**config.mk**
```make
export PLATFORM = sky130hd
export DESIGN_NAME = term_ctrl
export DESIGN_NICKNAME = d
export VERILOG_FILES = /design/src/rtl/term_ctrl.sv
export SDC_FILE = /design/constraint.sdc
export NUM_CORES = 1
export LEC_CHECK = 0
export CAP_MARGIN = 20
export CORE_MARGIN = 1.5
export CORE_UTILIZATION = 50
export CTS_CLUSTER_SIZE = 30
export DETAILED_ROUTE_END_ITERATION = 8
export PLACE_DENSITY = 0.79
export RECOVER_POWER = 50
export SLEW_MARGIN = 20
export SYNTH_ARGS = -nofsm -noshare
export SYNTH_HDL_FRONTEND = slang
export SYNTH_SLANG_ARGS = --single-unit
```
**constraint.sdc**
```tcl
create_clock -name i_clk -period 4.4 [get_ports i_clk]
set_clock_uncertainty 0.15 [all_clocks]
set_input_delay 0.66 -clock i_clk [delete_from_list [all_inputs] [get_ports i_clk]]
set_output_delay 0.66 -clock i_clk [all_outputs]
set_load 0.01 [all_outputs]
```
**src/rtl/term_ctrl.sv**
```systemverilog
// Character terminal controller: cursor tracking, text writes and row/screen clears into a VRAM A-port.
// Define TERM_SCROLL_EN to scroll on a line feed at the bottom row instead of wrapping to row 0.
module term_ctrl #(
  parameter int unsigned COLS = 60,
  parameter int unsigned ROWS = 17
) (
  input  logic        i_clk,
  input  logic        i_rst,
  input  logic [7:0]  i_data,
  input  logic        i_valid,
  output logic        o_ready,
  output logic [10:0] o_vram_addr,
  output logic [7:0]  o_vram_din,
  input  logic [7:0]  i_vram_dout,
  output logic        o_vram_ce,
  output logic        o_vram_wre,
  output logic        o_busy
);

  localparam int unsigned XW = 6;
  localparam int unsigned YW = 5;
  localparam logic [XW-1:0] X_LAST = XW'(COLS - 1);
  localparam logic [YW-1:0] Y_LAST = YW'(ROWS - 1);
  localparam logic [7:0]    SPACE  = 8'h20;

  typedef enum logic [2:0] {IDLE, PUT, CLR, RD, WR} state_t;

  state_t        state, state_n;
  logic [XW-1:0] cur_x, cur_x_n, cx, cx_n;
  logic [YW-1:0] cur_y, cur_y_n, cy, cy_n, clr_end, clr_end_n;
  logic [7:0]    data, data_n;
  logic          put_adv, put_adv_n;
  logic          do_nl;

  logic          ready_n, busy_n, ce_n, wre_n;
  logic [10:0]   addr_n;
  logic [7:0]    din_n, din_q;

  // Next-state and cursor/counter update
  always_comb begin
    state_n   = state;
    cur_x_n   = cur_x;
    cur_y_n   = cur_y;
    cx_n      = cx;
    cy_n      = cy;
    clr_end_n = clr_end;
    data_n    = data;
    put_adv_n = put_adv;
    do_nl     = 1'b0;
    case (state)
      IDLE: begin
        if (i_valid) begin
          if (i_data >= 8'h20 && i_data <= 8'h7E) begin
            state_n   = PUT;
            data_n    = i_data;
            put_adv_n = 1'b1;
          end else begin
            case (i_data)
              8'h0D: cur_x_n = '0;
              8'h0A: do_nl = 1'b1;
              8'h08: begin
                if (cur_x != '0) begin
                  cur_x_n   = cur_x - 6'd1;
                  data_n    = SPACE;
                  put_adv_n = 1'b0;
                  state_n   = PUT;
                end
              end
              8'h0C: begin
                cur_x_n   = '0;
                cur_y_n   = '0;
                cx_n      = '0;
                cy_n      = '0;
                clr_end_n = Y_LAST;
                state_n   = CLR;
              end
              default: ;
            endcase
          end
        end
      end
      PUT: begin
        if (!put_adv) begin
          state_n = IDLE;
        end else if (cur_x == X_LAST) begin
          cur_x_n = '0;
          do_nl   = 1'b1;
        end else begin
          cur_x_n = cur_x + 6'd1;
          state_n = IDLE;
        end
      end
      CLR: begin
        if (cx == X_LAST) begin
          cx_n = '0;
          if (cy == clr_end) state_n = IDLE;
          else               cy_n    = cy + 5'd1;
        end else begin
          cx_n = cx + 6'd1;
        end
      end
`ifdef TERM_SCROLL_EN
      RD: state_n = WR;
      WR: begin
        if (cx == X_LAST) begin
          cx_n = '0;
          if (cy == Y_LAST - 5'd1) begin
            cy_n      = Y_LAST;
            clr_end_n = Y_LAST;
            state_n   = CLR;
          end else begin
            cy_n    = cy + 5'd1;
            state_n = RD;
          end
        end else begin
          cx_n    = cx + 6'd1;
          state_n = RD;
        end
      end
`endif
      default: state_n = IDLE;
    endcase

    // New-line action shared by LF and auto-wrap
    if (do_nl) begin
      cx_n = '0;
      if (cur_y != Y_LAST) begin
        cur_y_n   = cur_y + 5'd1;
        cy_n      = cur_y + 5'd1;
        clr_end_n = cur_y + 5'd1;
        state_n   = CLR;
      end else begin
`ifdef TERM_SCROLL_EN
        cy_n    = '0;
        state_n = RD;
`else
        cur_y_n   = '0;
        cy_n      = '0;
        clr_end_n = '0;
        state_n   = CLR;
`endif
      end
    end
  end

  // Port values for the upcoming state, registered below
  always_comb begin
    ready_n = (state_n == IDLE);
    busy_n  = (state_n != IDLE);
    ce_n    = (state_n != IDLE);
    wre_n   = (state_n != IDLE) && (state_n != RD);
    case (state_n)
      CLR, WR: addr_n = {cy_n, cx_n};
      RD:      addr_n = {cy_n + 5'd1, cx_n};
      default: addr_n = {cur_y_n, cur_x_n};
    endcase
    case (state_n)
      PUT:     din_n = data_n;
      CLR:     din_n = SPACE;
      default: din_n = 8'h00;
    endcase
  end

  always_ff @(posedge i_clk) begin
    if (i_rst) begin
      state       <= IDLE;
      cur_x       <= '0;
      cur_y       <= '0;
      cx          <= '0;
      cy          <= '0;
      clr_end     <= '0;
      data        <= '0;
      put_adv     <= 1'b0;
      o_ready     <= 1'b0;
      o_busy      <= 1'b0;
      o_vram_ce   <= 1'b0;
      o_vram_wre  <= 1'b0;
      o_vram_addr <= '0;
      din_q       <= '0;
    end else begin
      state       <= state_n;
      cur_x       <= cur_x_n;
      cur_y       <= cur_y_n;
      cx          <= cx_n;
      cy          <= cy_n;
      clr_end     <= clr_end_n;
      data        <= data_n;
      put_adv     <= put_adv_n;
      o_ready     <= ready_n;
      o_busy      <= busy_n;
      o_vram_ce   <= ce_n;
      o_vram_wre  <= wre_n;
      o_vram_addr <= addr_n;
      din_q       <= din_n;
    end
  end

`ifdef TERM_SCROLL_EN
  // Copy data only exists the cycle after the read strobe, so it bypasses the register
  assign o_vram_din = (state == WR) ? i_vram_dout : din_q;
`else
  logic unused_dout;
  assign unused_dout = ^i_vram_dout;
  assign o_vram_din  = din_q;
`endif

endmodule

```
==> qor.csv <==
stage,metric,value,unit
run_status,status,completed,
worst_setup_path,Worst R2R Setup Slack,1.76,ns
pwr,Sw Pwr,0.000194,W
logic_synthesis,ys async rst share,0,%
worst_setup_path,Worst Setup EP,o_vram_addr[8]$_SDFF_PP0_,
drt,post-route ant nets,0,
clock_tree,CTS Sinks,53,
worst_setup_path,CP Capture Type,flop,
layout,Filler cells,463,
drt,Total Wirelength,6380,µm
pwr,Leakage,1.27,nW
drt,DRT iter0 DRCs,254,
grt,first-pass GRT wire length,10300,µm
clock_tree,clk_lat worst skew,0.31,ns
placement,placer congestion estimate,0.919,
pwr,Worst VDD drop,0.000165,V
pwr,Clk network pwr share,35.2,%
placement,number of port buffers,33,
layout,antenna fix cells,0,
pwr,P_int,0.000632,W
drt,DRT Pass-1 Iters,5,
logic_synthesis,Unique masters post-synth,64,
floorplan,Die Width,77.7,µm
worst_setup_path,R2R Path End,o_vram_addr[8]$_SDFF_PP0_,
layout,FF/Latch Area,1060,µm²
worst_setup_path,critical path launch point,i_data[2],
layout,layout cells sized above 1,6.70,%
logic_synthesis,Post-synth EDFFs,0,
grt,largest net degree at the start of global routing,37,
worst_setup_path,"Worst Path Class, Setup",in2reg,
logic_synthesis,share of Yosys cell area claimed by the top area cell type,38.0,%
layout,"most common cell after layout, fill and taps aside",dfxtp_1,
logic_synthesis,Yosys warnings,0,
layout,footprint of the multi-input gates,1610,µm²
placement,Final HPWL DP,4590,µm
layout,Nets,383,
pwr,sequential share of power,59.0,%
clock_tree,Post-CTS Setup Bufs,0,
layout,Final Non-Filler Cells,430,
timing,RSZ-0062 raised after global routing,no,
floorplan,initial core utilization,51.3,%
clock_tree,CTS max path bufs,2,
worst_hold_path,Hold Path Depth,2,
floorplan,core area,5440,µm²
pwr,sw frac,23.5,%
timing,hold slack,0.331,ns
logic_synthesis,Gate Count Post-Synth,330,
grt,vias in the first global route,2177,
clock_tree,CTS root buf,clkbuf_8,
pwr,Gate power share,5.8,%
worst_setup_path,Reg2Reg Launch Point,cur_x[0]$_SDFF_PP0_,
logic_synthesis,average size of a mapped cell,8.46,µm²
grt,total grt overflow,0,
drt,wire per inst,14.8,µm
run,maxcap violations,0,
worst_setup_path,Critical Path Source Type,primary input,
layout,area grow syn2layout,15.9,%
grt,initial antenna violation count,0,
logic_synthesis,#FFs+latches synth,53,
logic_synthesis,ys flop type,dfxtp_1,
grt,GRT Total Usage,21.3,%
timing,final setup TNS,0,ns
drt,Vias,2519,
floorplan,Die Ht,77.7,µm
timing,Slew Limit Fails,0,
timing,final worst path period need,3.11,ns
layout,most frequent cells in the layout,"dfxtp_1, nor2_1, nand2_1",
worst_setup_path,"Max FO, Critical Path",10,
clock_tree,CTS tree,yes,
pwr,pwr dens,255,nW/µm²
logic_synthesis,Post-Syn Area,2790,µm²
floorplan,die footprint,6040,µm²
drt,vias per cell,5.86,
clock_tree,TritonCTS buffer count,5,
clock_tree,CTS clock-pin slew for the worst setup and hold paths,0.10,ns
logic_synthesis,Synth area leaders,"dfxtp_1, a21oi_1, nor2_1",
clock_tree,post_cts resized,0,
floorplan,IO Count,42,
worst_hold_path,Hold Path Origin,clr_end[2]$_SDFFE_PP0P_,
logic_synthesis,leading area contributor after synthesis,dfxtp_1,
timing,final period utilization,70.8,%
worst_hold_path,worst hold path type,reg2reg,
worst_setup_path,R2R depth,7,
drt,Residual DRC,0,
logic_synthesis,"Seq/Total Area, Yosys",38.0,%
placement,placed cell count,422,
clock_tree,CTS H-tree lvls,2,
worst_setup_path,Critical Path RT,4.50,ns
timing,fmax,321,MHz
worst_setup_path,CP arrival,3.22,ns
timing,Fin. Hold Viols,0,
layout,post-layout util,59.5,%
timing,# setup viols final,0,
clock_tree,hold buffer count at cts,0,
timing,worst-margin pin slew,0.669,ns
floorplan,Rows,27,
timing,Worst slew margin,55.2,%
## state kept, by name, summed over array words and instances, names as in the netlist
signal / cells
o_vram_addr: 11
o_vram_din: 8
cur_x: 6
cx: 6
clr_end: 5
cur_y: 5
cy: 5
state: 3
o_busy: 1
o_ready: 1
o_vram_wre: 1
put_adv: 1
## worst max-delay path: stages
cell and delay [ns]:
dlygate4sd3_1 0.65, nor4b_1 0.51, nand4_2 0.22, and2_0 0.42, or3_4 0.49, o221ai_2 0.08
a22o_1 0.19
## worst min path at each step
stage                                    to
floorplan           clr_end[1]$_SDFFE_PP0P_
global placement    clr_end[2]$_SDFFE_PP0P_
detailed placement  clr_end[2]$_SDFFE_PP0P_
CTS                 clr_end[2]$_SDFFE_PP0P_
global route        clr_end[2]$_SDFFE_PP0P_
finish              clr_end[2]$_SDFFE_PP0P_
## power by group through the flow
stage | clock network (W) | logic [W] | registers, W
finish | 0.000291 | 0.0000483 | 0.000487
floorplan | 0 | 0.0000258 | 0.000499
detailed placement | 0 | 0.0000492 | 0.000498
global route | 0.000320 | 0.0000522 | 0.000488
global placement | 0 | 0.0000486 | 0.000498
CTS | 0.000298 | 0.0000494 | 0.000487
## through the flow
stage / total power (W) / setup slack, ns / instance area (µm²)
floorplan: 0.000524 / 2.05 / 2790
global placement: 0.000547 / 1.38 / 3140
detailed placement: 0.000547 / 1.35 / 3140
CTS: 0.000835 / 1.66 / 3240
global route: 0.000860 / 1.16 / 3230
finish: 0.000826 / 1.29 / 3230
## kinds of logic (layout without fill, tap and decap cells)
| kind of cell | after synthesis | after routing | synth area share [%] |
|---|---|---|---|
| AO/OA/AOI/OAI | 84 | 84 | 19.6 |
| XOR/XNOR | 11 | 11 | 3.45 |
| adder cells (fa/ha/maj) | 7 | 7 | 3.14 |
| buffers and inverters | 26 | 53 | 4.26 |
| flip-flops | 53 | 53 | 38.0 |
| multiplexers | 3 | 3 | 1.12 |
| other | 1 | 2 | 0.134 |
| AND/OR/NAND/NOR | 145 | 145 | 30.2 |
## layer usage
layer | routed length (µm) | part of all wire, % | global-route usage [%]
met5 | 0 | 0 | 0
met4 | 142 | 2.2 | 8.55
met3 | 389 | 6.1 | 4.47
met2 | 2950 | 46 | 33.7
met1 | 2910 | 46 | 28.3
## synth_stat cells (all sizes together), types with 7 or more instances
cell type,instances
nand4,8
nand3,14
ha,7
and2,11
nor2,36
inv,11
dfxtp,53
nor3,9
clkbuf,11
o21ai,11
nand2,34
a21oi,31
## layout make-up
class | count | area share, %
clock buffer | 6 | 2.55
clock inverter | 2 | 0.426
tap | 72 | 2.79
multi-input combinational | 252 | 49.7
inverter | 11 | 1.28
timing repair buffer | 34 | 10.4
sequential | 53 | 32.8
Note: power is estimated with default switching activity, not from simulation.
